### config.mk
export PLATFORM = sky130hd
export DESIGN_NAME = panel_image_loader_flat
export DESIGN_NICKNAME = d
export VERILOG_FILES = /design/src/rtl/panel_image_loader_pkg.sv /design/src/rtl/panel_image_loader_if.sv /design/src/rtl/panel_press_timer.sv /design/src/rtl/panel_image_loader.sv /design/src/flat_wrapper.sv
export SDC_FILE = /design/constraint.sdc
export NUM_CORES = 1
export LEC_CHECK = 0
export ABC_AREA = 1
export CAP_MARGIN = 10
export CELL_PAD_IN_SITES_DETAIL_PLACEMENT = 1
export CELL_PAD_IN_SITES_GLOBAL_PLACEMENT = 2
export CORE_MARGIN = 3
export CORE_UTILIZATION = 33
export CTS_BUF_LIST = sky130_fd_sc_hd__clkbuf_4
export DETAILED_ROUTE_END_ITERATION = 10
export PLACE_DENSITY_LB_ADDON = 0.1
export SLEW_MARGIN = 20
export SYNTH_ARGS = -nofsm -noshare
export SYNTH_HDL_FRONTEND = slang
export SYNTH_HIERARCHICAL = 1
export SYNTH_SLANG_ARGS = --single-unit
### constraint.sdc
create_clock -name clk -period 5.1 [get_ports clk]
set_clock_uncertainty 0.2 [all_clocks]
set_input_delay 1.02 -clock clk [delete_from_list [all_inputs] [get_ports clk]]
set_output_delay 1.02 -clock clk [all_outputs]
set_load 0.1 [all_outputs]
### src/rtl/panel_image_loader_pkg.sv
// Shared types and constants for the front-panel image loader.
package panel_image_loader_pkg;

  // Loader FSM encoding; kept as plain constants so legacy tools can read state dumps.
  typedef logic [2:0] loader_state_t;
  localparam loader_state_t StIdle      = 3'd0;
  localparam loader_state_t StFetch     = 3'd1;
  localparam loader_state_t StRdWait    = 3'd2;
  localparam loader_state_t StActLdpc   = 3'd3;
  localparam loader_state_t StActDep    = 3'd4;
  localparam loader_state_t StNext      = 3'd5;
  localparam loader_state_t StFinalLdpc = 3'd6;
  localparam loader_state_t StEnd       = 3'd7;

  // Which panel button a press action drives.
  typedef enum logic {
    BtnLdpc = 1'b0,
    BtnDep  = 1'b1
  } panel_btn_t;

  localparam int unsigned PanelHoldDefault = 10;

endpackage

### src/rtl/panel_image_loader_if.sv
// Host/ROM/panel signal bundle for the image loader.
// master: the loader itself. slave: the host side (job requester, image ROM, panel).
interface panel_image_loader_if #(
  parameter int unsigned WORD_W = 12,
  parameter int unsigned ADDR_W = 12
);
  logic              start;
  logic              skip_zero;
  logic              auto_run;
  logic [ADDR_W-1:0] base_addr;
  logic [ADDR_W:0]   word_count;
  logic [ADDR_W-1:0] run_addr;
  logic [ADDR_W-1:0] img_addr;
  logic [WORD_W-1:0] img_data;
  logic [WORD_W-1:0] sw_data;
  logic              load_pc;
  logic              deposit;
  logic              run;
  logic              busy;
  logic              done;
  logic [ADDR_W:0]   deposits;

  modport master (
    input  start, skip_zero, auto_run, base_addr, word_count, run_addr, img_data,
    output img_addr, sw_data, load_pc, deposit, run, busy, done, deposits
  );

  modport slave (
    output start, skip_zero, auto_run, base_addr, word_count, run_addr, img_data,
    input  img_addr, sw_data, load_pc, deposit, run, busy, done, deposits
  );
endinterface

### src/rtl/panel_press_timer.sv
// One panel action: SETUP -> PRESS -> RELEASE, HOLD cycles each.
// sw_data is latched on go and held until the next go, so it is stable around the press.
module panel_press_timer
  import panel_image_loader_pkg::*;
#(
  parameter int unsigned WORD_W = 12,
  parameter int unsigned HOLD   = PanelHoldDefault
) (
  input  logic              clk_i,
  input  logic              rst_ni,
  input  logic              go_i,
  input  panel_btn_t        btn_i,
  input  logic [WORD_W-1:0] data_i,
  output logic [WORD_W-1:0] sw_data_o,
  output logic              load_pc_o,
  output logic              deposit_o,
  output logic              press_o,   // last SETUP cycle: button rises on next edge
  output logic              ack_o      // last RELEASE cycle
);

  localparam int unsigned CntW = $clog2(HOLD + 1);
  localparam logic [CntW-1:0] LastCnt = CntW'(HOLD - 1);

  typedef enum logic [1:0] {PhIdle, PhSetup, PhPress, PhRelease} phase_e;

  phase_e            phase_q, phase_d;
  logic [CntW-1:0]   cnt_q, cnt_d;
  panel_btn_t        btn_q, btn_d;
  logic [WORD_W-1:0] sw_q, sw_d;
  logic              load_pc_q, load_pc_d;
  logic              deposit_q, deposit_d;
  logic              last;

  assign last      = (cnt_q == LastCnt);
  assign ack_o     = (phase_q == PhRelease) && last;
  assign press_o   = (phase_q == PhSetup) && last;
  assign sw_data_o = sw_q;
  assign load_pc_o = load_pc_q;
  assign deposit_o = deposit_q;

  // Phase sequencing; a new go may arrive in idle or on the ack cycle.
  always_comb begin
    phase_d   = phase_q;
    cnt_d     = cnt_q;
    btn_d     = btn_q;
    sw_d      = sw_q;
    load_pc_d = load_pc_q;
    deposit_d = deposit_q;
    unique case (phase_q)
      PhIdle: ;
      PhSetup: begin
        if (last) begin
          phase_d   = PhPress;
          cnt_d     = '0;
          load_pc_d = (btn_q == BtnLdpc);
          deposit_d = (btn_q == BtnDep);
        end else begin
          cnt_d = cnt_q + 1'b1;
        end
      end
      PhPress: begin
        if (last) begin
          phase_d   = PhRelease;
          cnt_d     = '0;
          load_pc_d = 1'b0;
          deposit_d = 1'b0;
        end else begin
          cnt_d = cnt_q + 1'b1;
        end
      end
      PhRelease: begin
        if (last) begin
          phase_d = PhIdle;
          cnt_d   = '0;
        end else begin
          cnt_d = cnt_q + 1'b1;
        end
      end
      default: phase_d = PhIdle;
    endcase
    if (go_i) begin
      phase_d = PhSetup;
      cnt_d   = '0;
      btn_d   = btn_i;
      sw_d    = data_i;
    end
  end

  // Timer state registers.
  always_ff @(posedge clk_i or negedge rst_ni) begin
    if (!rst_ni) begin
      phase_q   <= PhIdle;
      cnt_q     <= '0;
      btn_q     <= BtnLdpc;
      sw_q      <= '0;
      load_pc_q <= 1'b0;
      deposit_q <= 1'b0;
    end else begin
      phase_q   <= phase_d;
      cnt_q     <= cnt_d;
      btn_q     <= btn_d;
      sw_q      <= sw_d;
      load_pc_q <= load_pc_d;
      deposit_q <= deposit_d;
    end
  end

endmodule

### src/rtl/panel_image_loader.sv
// Front-panel sequencer: copies an image into the PDP-8 via Load PC / Deposit presses,
// finishes with a Load PC of run_addr and optionally raises the run switch.
module panel_image_loader
  import panel_image_loader_pkg::*;
#(
  parameter int unsigned WORD_W = 12,
  parameter int unsigned ADDR_W = 12,
  parameter int unsigned HOLD   = PanelHoldDefault
) (
  input  logic                  clk,
  input  logic                  btnCpuReset,
  panel_image_loader_if.master  bus
);

  localparam logic [ADDR_W:0] RemOne = (ADDR_W + 1)'(1);

  loader_state_t     state_q, state_d;
  logic [ADDR_W-1:0] cur_q, cur_d;
  logic [ADDR_W:0]   rem_q, rem_d;
  logic [ADDR_W-1:0] run_addr_q, run_addr_d;
  logic              skip_q, skip_d;
  logic              auto_q, auto_d;
  logic              reload_q, reload_d;
  logic [WORD_W-1:0] word_q, word_d;
  logic              busy_q, busy_d;
  logic              done_q, done_d;
  logic              run_q, run_d;
  logic [ADDR_W:0]   deposits_q, deposits_d;

  logic              go;
  panel_btn_t        go_btn;
  logic [WORD_W-1:0] go_data;
  logic              press;
  logic              ack;

  panel_press_timer #(
    .WORD_W (WORD_W),
    .HOLD   (HOLD)
  ) u_timer (
    .clk_i     (clk),
    .rst_ni    (btnCpuReset),
    .go_i      (go),
    .btn_i     (go_btn),
    .data_i    (go_data),
    .sw_data_o (bus.sw_data),
    .load_pc_o (bus.load_pc),
    .deposit_o (bus.deposit),
    .press_o   (press),
    .ack_o     (ack)
  );

  assign bus.img_addr = cur_q;
  assign bus.busy     = busy_q;
  assign bus.done     = done_q;
  assign bus.run      = run_q;
  assign bus.deposits = deposits_q;

  // Job sequencing; go launches the next panel action so it starts on state entry.
  always_comb begin
    state_d    = state_q;
    cur_d      = cur_q;
    rem_d      = rem_q;
    run_addr_d = run_addr_q;
    skip_d     = skip_q;
    auto_d     = auto_q;
    reload_d   = reload_q;
    word_d     = word_q;
    busy_d     = busy_q;
    done_d     = 1'b0;
    run_d      = run_q;
    deposits_d = deposits_q;
    go         = 1'b0;
    go_btn     = BtnLdpc;
    go_data    = '0;
    unique case (state_q)
      StIdle: begin
        if (bus.start) begin
          cur_d      = bus.base_addr;
          rem_d      = bus.word_count;
          run_addr_d = bus.run_addr;
          skip_d     = bus.skip_zero;
          auto_d     = bus.auto_run;
          reload_d   = 1'b1;
          busy_d     = 1'b1;
          run_d      = 1'b0;
          deposits_d = '0;
          state_d    = StFetch;
        end
      end
      StFetch: begin
        // Only an empty job reaches here with nothing left.
        if (rem_q == '0) begin
          go      = 1'b1;
          go_data = WORD_W'(run_addr_q);
          state_d = StFinalLdpc;
        end else begin
          state_d = StRdWait;
        end
      end
      StRdWait: begin
        word_d = bus.img_data;
        if (skip_q && (bus.img_data == '0)) begin
          reload_d = 1'b1;
          state_d  = StNext;
        end else if (reload_q) begin
          go      = 1'b1;
          go_data = WORD_W'(cur_q);
          state_d = StActLdpc;
        end else begin
          go      = 1'b1;
          go_btn  = BtnDep;
          go_data = bus.img_data;
          state_d = StActDep;
        end
      end
      StActLdpc: begin
        if (ack) begin
          reload_d = 1'b0;
          go       = 1'b1;
          go_btn   = BtnDep;
          go_data  = word_q;
          state_d  = StActDep;
        end
      end
      StActDep: begin
        if (press) deposits_d = deposits_q + 1'b1;
        if (ack) state_d = StNext;
      end
      StNext: begin
        // PC wraps exactly like cur, so no reload is needed at the address wrap.
        cur_d = cur_q + 1'b1;
        rem_d = rem_q - 1'b1;
        if (rem_q == RemOne) begin
          go      = 1'b1;
          go_data = WORD_W'(run_addr_q);
          state_d = StFinalLdpc;
        end else begin
          state_d = StFetch;
        end
      end
      StFinalLdpc: begin
        if (ack) state_d = StEnd;
      end
      StEnd: begin
        run_d   = auto_q;
        done_d  = 1'b1;
        busy_d  = 1'b0;
        state_d = StIdle;
      end
      default: state_d = StIdle;
    endcase
  end

  // Loader state registers.
  always_ff @(posedge clk or negedge btnCpuReset) begin
    if (!btnCpuReset) begin
      state_q    <= StIdle;
      cur_q      <= '0;
      rem_q      <= '0;
      run_addr_q <= '0;
      skip_q     <= 1'b0;
      auto_q     <= 1'b0;
      reload_q   <= 1'b0;
      word_q     <= '0;
      busy_q     <= 1'b0;
      done_q     <= 1'b0;
      run_q      <= 1'b0;
      deposits_q <= '0;
    end else begin
      state_q    <= state_d;
      cur_q      <= cur_d;
      rem_q      <= rem_d;
      run_addr_q <= run_addr_d;
      skip_q     <= skip_d;
      auto_q     <= auto_d;
      reload_q   <= reload_d;
      word_q     <= word_d;
      busy_q     <= busy_d;
      done_q     <= done_d;
      run_q      <= run_d;
      deposits_q <= deposits_d;
    end
  end

endmodule

### src/flat_wrapper.sv
// flat-port wrapper written by rule: the top's interface ports become plain ports
module panel_image_loader_flat import panel_image_loader_pkg::*;
#(
  parameter int unsigned WORD_W = 12,
  parameter int unsigned ADDR_W = 12,
  parameter int unsigned HOLD   = PanelHoldDefault
)
  (clk, btnCpuReset, bus_start, bus_skip_zero, bus_auto_run, bus_base_addr, bus_word_count, bus_run_addr, bus_img_data, bus_img_addr, bus_sw_data, bus_load_pc, bus_deposit, bus_run, bus_busy, bus_done, bus_deposits);
  panel_image_loader_if #(.WORD_W(WORD_W), .ADDR_W(ADDR_W)) bus_i ();
  input  logic clk;
  input  logic btnCpuReset;
  input wire logic [$bits(bus_i.start)-1:0] bus_start;
  input wire logic [$bits(bus_i.skip_zero)-1:0] bus_skip_zero;
  input wire logic [$bits(bus_i.auto_run)-1:0] bus_auto_run;
  input wire logic [$bits(bus_i.base_addr)-1:0] bus_base_addr;
  input wire logic [$bits(bus_i.word_count)-1:0] bus_word_count;
  input wire logic [$bits(bus_i.run_addr)-1:0] bus_run_addr;
  input wire logic [$bits(bus_i.img_data)-1:0] bus_img_data;
  output wire logic [$bits(bus_i.img_addr)-1:0] bus_img_addr;
  output wire logic [$bits(bus_i.sw_data)-1:0] bus_sw_data;
  output wire logic [$bits(bus_i.load_pc)-1:0] bus_load_pc;
  output wire logic [$bits(bus_i.deposit)-1:0] bus_deposit;
  output wire logic [$bits(bus_i.run)-1:0] bus_run;
  output wire logic [$bits(bus_i.busy)-1:0] bus_busy;
  output wire logic [$bits(bus_i.done)-1:0] bus_done;
  output wire logic [$bits(bus_i.deposits)-1:0] bus_deposits;
  assign bus_i.start = bus_start;
  assign bus_i.skip_zero = bus_skip_zero;
  assign bus_i.auto_run = bus_auto_run;
  assign bus_i.base_addr = bus_base_addr;
  assign bus_i.word_count = bus_word_count;
  assign bus_i.run_addr = bus_run_addr;
  assign bus_i.img_data = bus_img_data;
  assign bus_img_addr = bus_i.img_addr;
  assign bus_sw_data = bus_i.sw_data;
  assign bus_load_pc = bus_i.load_pc;
  assign bus_deposit = bus_i.deposit;
  assign bus_run = bus_i.run;
  assign bus_busy = bus_i.busy;
  assign bus_done = bus_i.done;
  assign bus_deposits = bus_i.deposits;
  panel_image_loader #(.WORD_W(WORD_W), .ADDR_W(ADDR_W), .HOLD(HOLD)) u_core (.clk(clk), .btnCpuReset(btnCpuReset), .bus(bus_i));
endmodule
# After elaboration in Yosys (flattened, before gate mapping)
# Index checks and enable logic that the tools add are counted.
# op_classes
n_addsub	4
eq_ne	23
mux	51
n_bitwise	1
n_reduce_logical	22
# op_table
op	count
$mux W12	6
$pmux W13 S2	2
$pmux W12 S4	1
$mux W13	3
$mux W3	8
$pmux W12 S2	1
$pmux W3 S8	1
$mux W1	14
$add A13 B1 Y13 const B	1
$eq A13 B1 Y1 const B	1
$logic_not A13 Y1	1
$sub A13 B1 Y13 const B	1
$add A12 B1 Y12 const B	1
$eq A3 B3 Y1 const B	4
$logic_not A12 Y1	1
$mux W4	3
$reduce_and A4 Y1	3
$ne A2 B1 Y1 const B	5
$pmux W1 S2	5
$reduce_bool A2 Y1	5
$ne A3 B2 Y1 const B	3
$mux W2	4
$eq A3 B2 Y1 const B	2
$ne A2 B2 Y1 const B	3
other kinds (16)	22
# word_totals
regBits	92
in_bits	54
out_inout_bits	42
word_cells	119

# Depth between registers and ports, before layout
# logic_depth
ltp_word	6
depth_mapped	15
mapped_depth_nobuf	13

# Hierarchy
# Netlist, hierarchy kept.
# by_module_without_submodules
mod	n_inst	cells_each	area_per_inst_um2	seq_area_each_um2
panel_image_loader	1	585	4176.5	1776.7
panel_press_timer	1	122	998.5	525.5

# Worst setup path after synthesis
# No wires, ideal clock.
# synth_path
path_type	input to register
from	in bus_img_data[2]
to	reg u_core.u_timer.sw_q[10] (netlist: u_core/u_timer/sw_data_o[10])
setup_ns	0.067
t_arrival_ns	2.382
required_time_ns	4.833
slack_ns	2.451
cell_stages	12
n_path_buf	3
path_cell_list	nor2_1 nand2_1 nor2_1 nand2_1 clkbuf_1 a21oi_1 nand3_1 buf_2 inv_1 buf_4 nand2_1 nand2_1
# synth_via
elab_chain_cells	4
word_cells_on_any_way	6
cone_classes	mux: 4; reduce/logical: 2
# synth_rtl
element	line	source
start: declaration	flat_wrapper.sv:18	input wire logic [$bits(bus_i.img_data)-1:0] bus_img_data;
$logic_not A12 Y1	panel_image_loader.sv:102	if (skip_q && (bus.img_data == '0)) begin
$logic_and A1 B1 Y1	panel_image_loader.sv:102	
$mux W1	panel_image_loader.sv:102	
$pmux W1 S4	panel_image_loader.sv:75	unique case (state_q)
named net u_core.go	panel_image_loader.sv:30	logic go;
end signal: assignment	panel_press_timer.sv:102	sw_q <= sw_d;
end: declaration	panel_press_timer.sv:29	logic [WORD_W-1:0] sw_q, sw_d;
# The timed path passes the listed nets, and every way through them passes these cells.
# A chain may end at the register's enable or synchronous reset.

# Worst setup path in the final report
# layout_path
from	reg u_core.deposits_q[0] (netlist: u_core/bus.deposits[0])
to	out bus_deposits[0]
# layout_rtl
element	line	source
start: declaration	panel_image_loader.sv:28	logic [ADDR_W:0] deposits_q, deposits_d;
start signal: assignment	panel_image_loader.sv:181	deposits_q <= deposits_d;
end: declaration	flat_wrapper.sv:26	output wire logic [$bits(bus_i.deposits)-1:0] bus_deposits;
# No word-level cell between the ends.

==> metrics.yaml <==
dieArea_mm2: 0.0172
drtIter0Drc: 224
startpoint_type: "flop"
grt_pass1_vias: 5344
grt_max_degree: 67
antenna_found_initial: 0
critPathLaunch: "u_core/bus.deposits[0]"
fillCellCount: 1928
period_needed_ns: 3.47
crit_path_max_fanout: 9
cts-resized-gates: 0
outcome: "finished clean"
die_h_um: 131
min_period_over_period_pct: 68.0
multiInputGateArea_mm2: 0.00249
syn_area_mm2: 0.00517
dp_hpwl_um: 12200
maxCapViolations: 0
postCtsHoldBufs: 0
io_buffers: 95
path_buf_inv: 1
clockRootBuffer: "clkbuf_4"
slowest_stage: "clkdlybuf4s50_1"
n_antenna_cell: 0
hp-class: "reg -> reg"
syn-num-nets: 770
post-route-util_pct: 42.5
cts_tree: "built"
clkTransAtPathRegs_ns: 0.16
via_per_inst: 5.00
path_delay_family: "buffers and inverters"
syn_inst: 707
p_per_area_mw_per_mm2: 618
routed_wl_um: 16800
fin_tns_setup_ns: 0
drc: 0
track_usage_pct: 19.8
grt_setup_unrepaired: "no"
p_leak_uw: 0.00300
initial_utilization_pct: 33.9
finalHoldViolations: 0
cts_setup_buffers: 0
die_w_um: 131
routedWlPerCell_um: 16.6
antenna_left: 0
ys_seq_area_share_pct: 44.5
floorplan.rows: 45
first_pass_iters: 4
area_growth_pct: 25.3
syn_avg_cell_area_um2: 7.32
fmax_mhz: 288
drive_gt1_share_pct: 5.02
num_io_pins: 96
grt_remaining_overflow: 0
cts.sinks: 92
yosys.cell_types.count: 36
crit_arrival_ns: 2.25
worstMarginPinSlew_ns: 1.01
hold_start: "u_core/auto_q"
yosysWarnings: 6
cts_max_path_buffers: 2
finalSetupViolCount: 0
dp_cells: 992
reg2reg_from: "u_core/u_timer/cnt_q[2]"
required_ns: 3.88
cts_max_level: 3
synth_seq_cells: 92
vias: 5041
cp_slowest_stage_delay_ns: 1.20
area.sequential_mm2: 0.00230
clk_latency_ns: 0.47
grt_pass1_wl_um: 27900
ir_drop_mv: 0.479
fin_cells: 1008
relSlewSlack_pct: 32.2
cts_inserted_buffers: 9
core_mm2: 0.0153
fin_nets: 855
gp_congestion: 0.796
crit_type: "reg -> out"
slew_viol_final: 0
whs_ns: 0.292
end_kind: "output port"
crit_chain: "clkdlybuf4s50_1"
[cell usage in the layout, fill, tap and decap left out]
master           instances
dfrtp_1                 92
o211ai_1                 3
nor2_2                   3
a21oi_1                 27
nor3_1                  18
a21o_1                   1
o21bai_1                 4
a211oi_1                 1
inv_1                   59
clkbuf_4                 9
nand2_2                  4
nor2_1                  58
nand3_2                  1
bufinv_16                4
or2_2                    1
nor2_4                   3
o22ai_1                  7
inv_2                    5
nand2_4                  1
o21ai_1                  2
and3_1                   3
clkdlybuf4s50_1         94
inv_6                    1
o31ai_1                  1
nand3b_1                 3
nand2_8                  1
nand2_1                240
o21a_1                   1
nand4_1                 32
ha_1                     9
buf_4                    6
nand3_1                 53
o21ai_0                 39
clkinv_2                 1
a31oi_1                  3
xor2_1                   4
clkinv_1                 1
or2_0                    1
o221ai_1                 1
[state kept, by name (all words and copies together) (netlist names), 2 cells and up]
register,flops
u_core/bus.deposits,13
u_core/bus.img_addr,12
u_core/rem_q,13
u_core/run_addr_q,12
u_core/state_q,3
u_core/u_timer/cnt_q,4
u_core/u_timer/phase_q,2
u_core/u_timer/sw_data_o,12
u_core/word_q,12
[metal layers]
metal  part of all wire [%]  vias to the layer above  track usage, %
li1                       -                     2482               -
met1                     49                     2465            27.7
met2                     46                       84            32.0
met3                    3.6                       10            3.45
met4                   0.98                        0            5.25
met5                      0                        -               0
[cell usage after synthesis]
library cell  count  share of area (%)
nand2_1         240                 17
buf_2            10               0.97
or2_0             1               0.12
o21a_1            1               0.15
inv_1            59                4.3
nand2_8           1               0.39
o21ai_1           2               0.19
nand3_1          53                5.1
nand4_1          32                3.9
buf_4             5               0.73
nor2_4            3               0.65
nand3_2           1               0.19
nand3b_1          3               0.44
or2_2             1               0.12
o21ai_0          39                3.8
clkbuf_1          9               0.65
dfrtp_1          92                 44
a31oi_1           3               0.36
nand2_4           1               0.22
o22ai_1           7               0.85
o21bai_1          4               0.58
nor2_2            3               0.36
nor3_1           18                1.7
nor2_1           58                4.2
xor2_1            4               0.68
ha_1              9                2.2
o31ai_1           1               0.15
buf_6             2               0.44
o211ai_1          3               0.44
nand2_2           4               0.48
a21oi_1          27                2.6
a211oi_1          1               0.15
o221ai_1          1               0.17
inv_2             5               0.36
and3_1            3               0.36
a21o_1            1               0.15
[cell families after synthesis]
logic type / Yosys count / synth area share [%]
simple gates: 422 / 35.7
compound gates: 90 / 9.55
buf+inv: 90 / 7.42
xor+xnor: 4 / 0.677
flops: 92 / 44.5
fa+ha+maj: 9 / 2.18
[power breakdown]
| part | internal [µW] | total, µW | switching [µW] |
|---|---|---|---|
| Sequential | 1020 | 1330 | 306 |
| Combinational | 570 | 2110 | 1540 |
| Clock | 297 | 579 | 282 |
[layout make-up]
cell class | instances | share of cell area (%)
clock buffers | 9 | 1.04
clock inverters | 7 | 2.12
inverters | 64 | 3.70
multi-input cells | 525 | 38.4
flip-flops and latches | 92 | 35.5
well taps | 211 | 4.07
repair buffers | 100 | 15.2
[per-stage QoR]
| step | total power (µW) | area, µm² | worst slack (ns) |
|---|---|---|---|
| after CTS | 4060 | 6490 | 1.57 |
| after detailed placement | 3460 | 6280 | 1.37 |
| after global placement | 3400 | 6280 | 1.46 |
| final | 4010 | 6490 | 1.63 |
| after floorplan | 2850 | 5170 | 2.45 |
| after global routing | 4310 | 6490 | 1.53 |
[final timing paths]
kind | slack (ns) | cells after the start | endpoint
worst max-delay path | 1.63 | 1 | bus_deposits[0]
worst min-delay path | 0.29 | 2 | u_core/auto_q
worst max register to register | 2.03 | 13 | u_core/u_timer/phase_q[0]
worst min register to register | 0.29 | 2 | u_core/auto_q
max in group asynchronous | 3.30 | 2 | u_core/word_q[11]
min in group asynchronous | 0.45 | 1 | u_core/bus.deposits[7]
No activity file was read; power rests on OpenSTA's default activity.
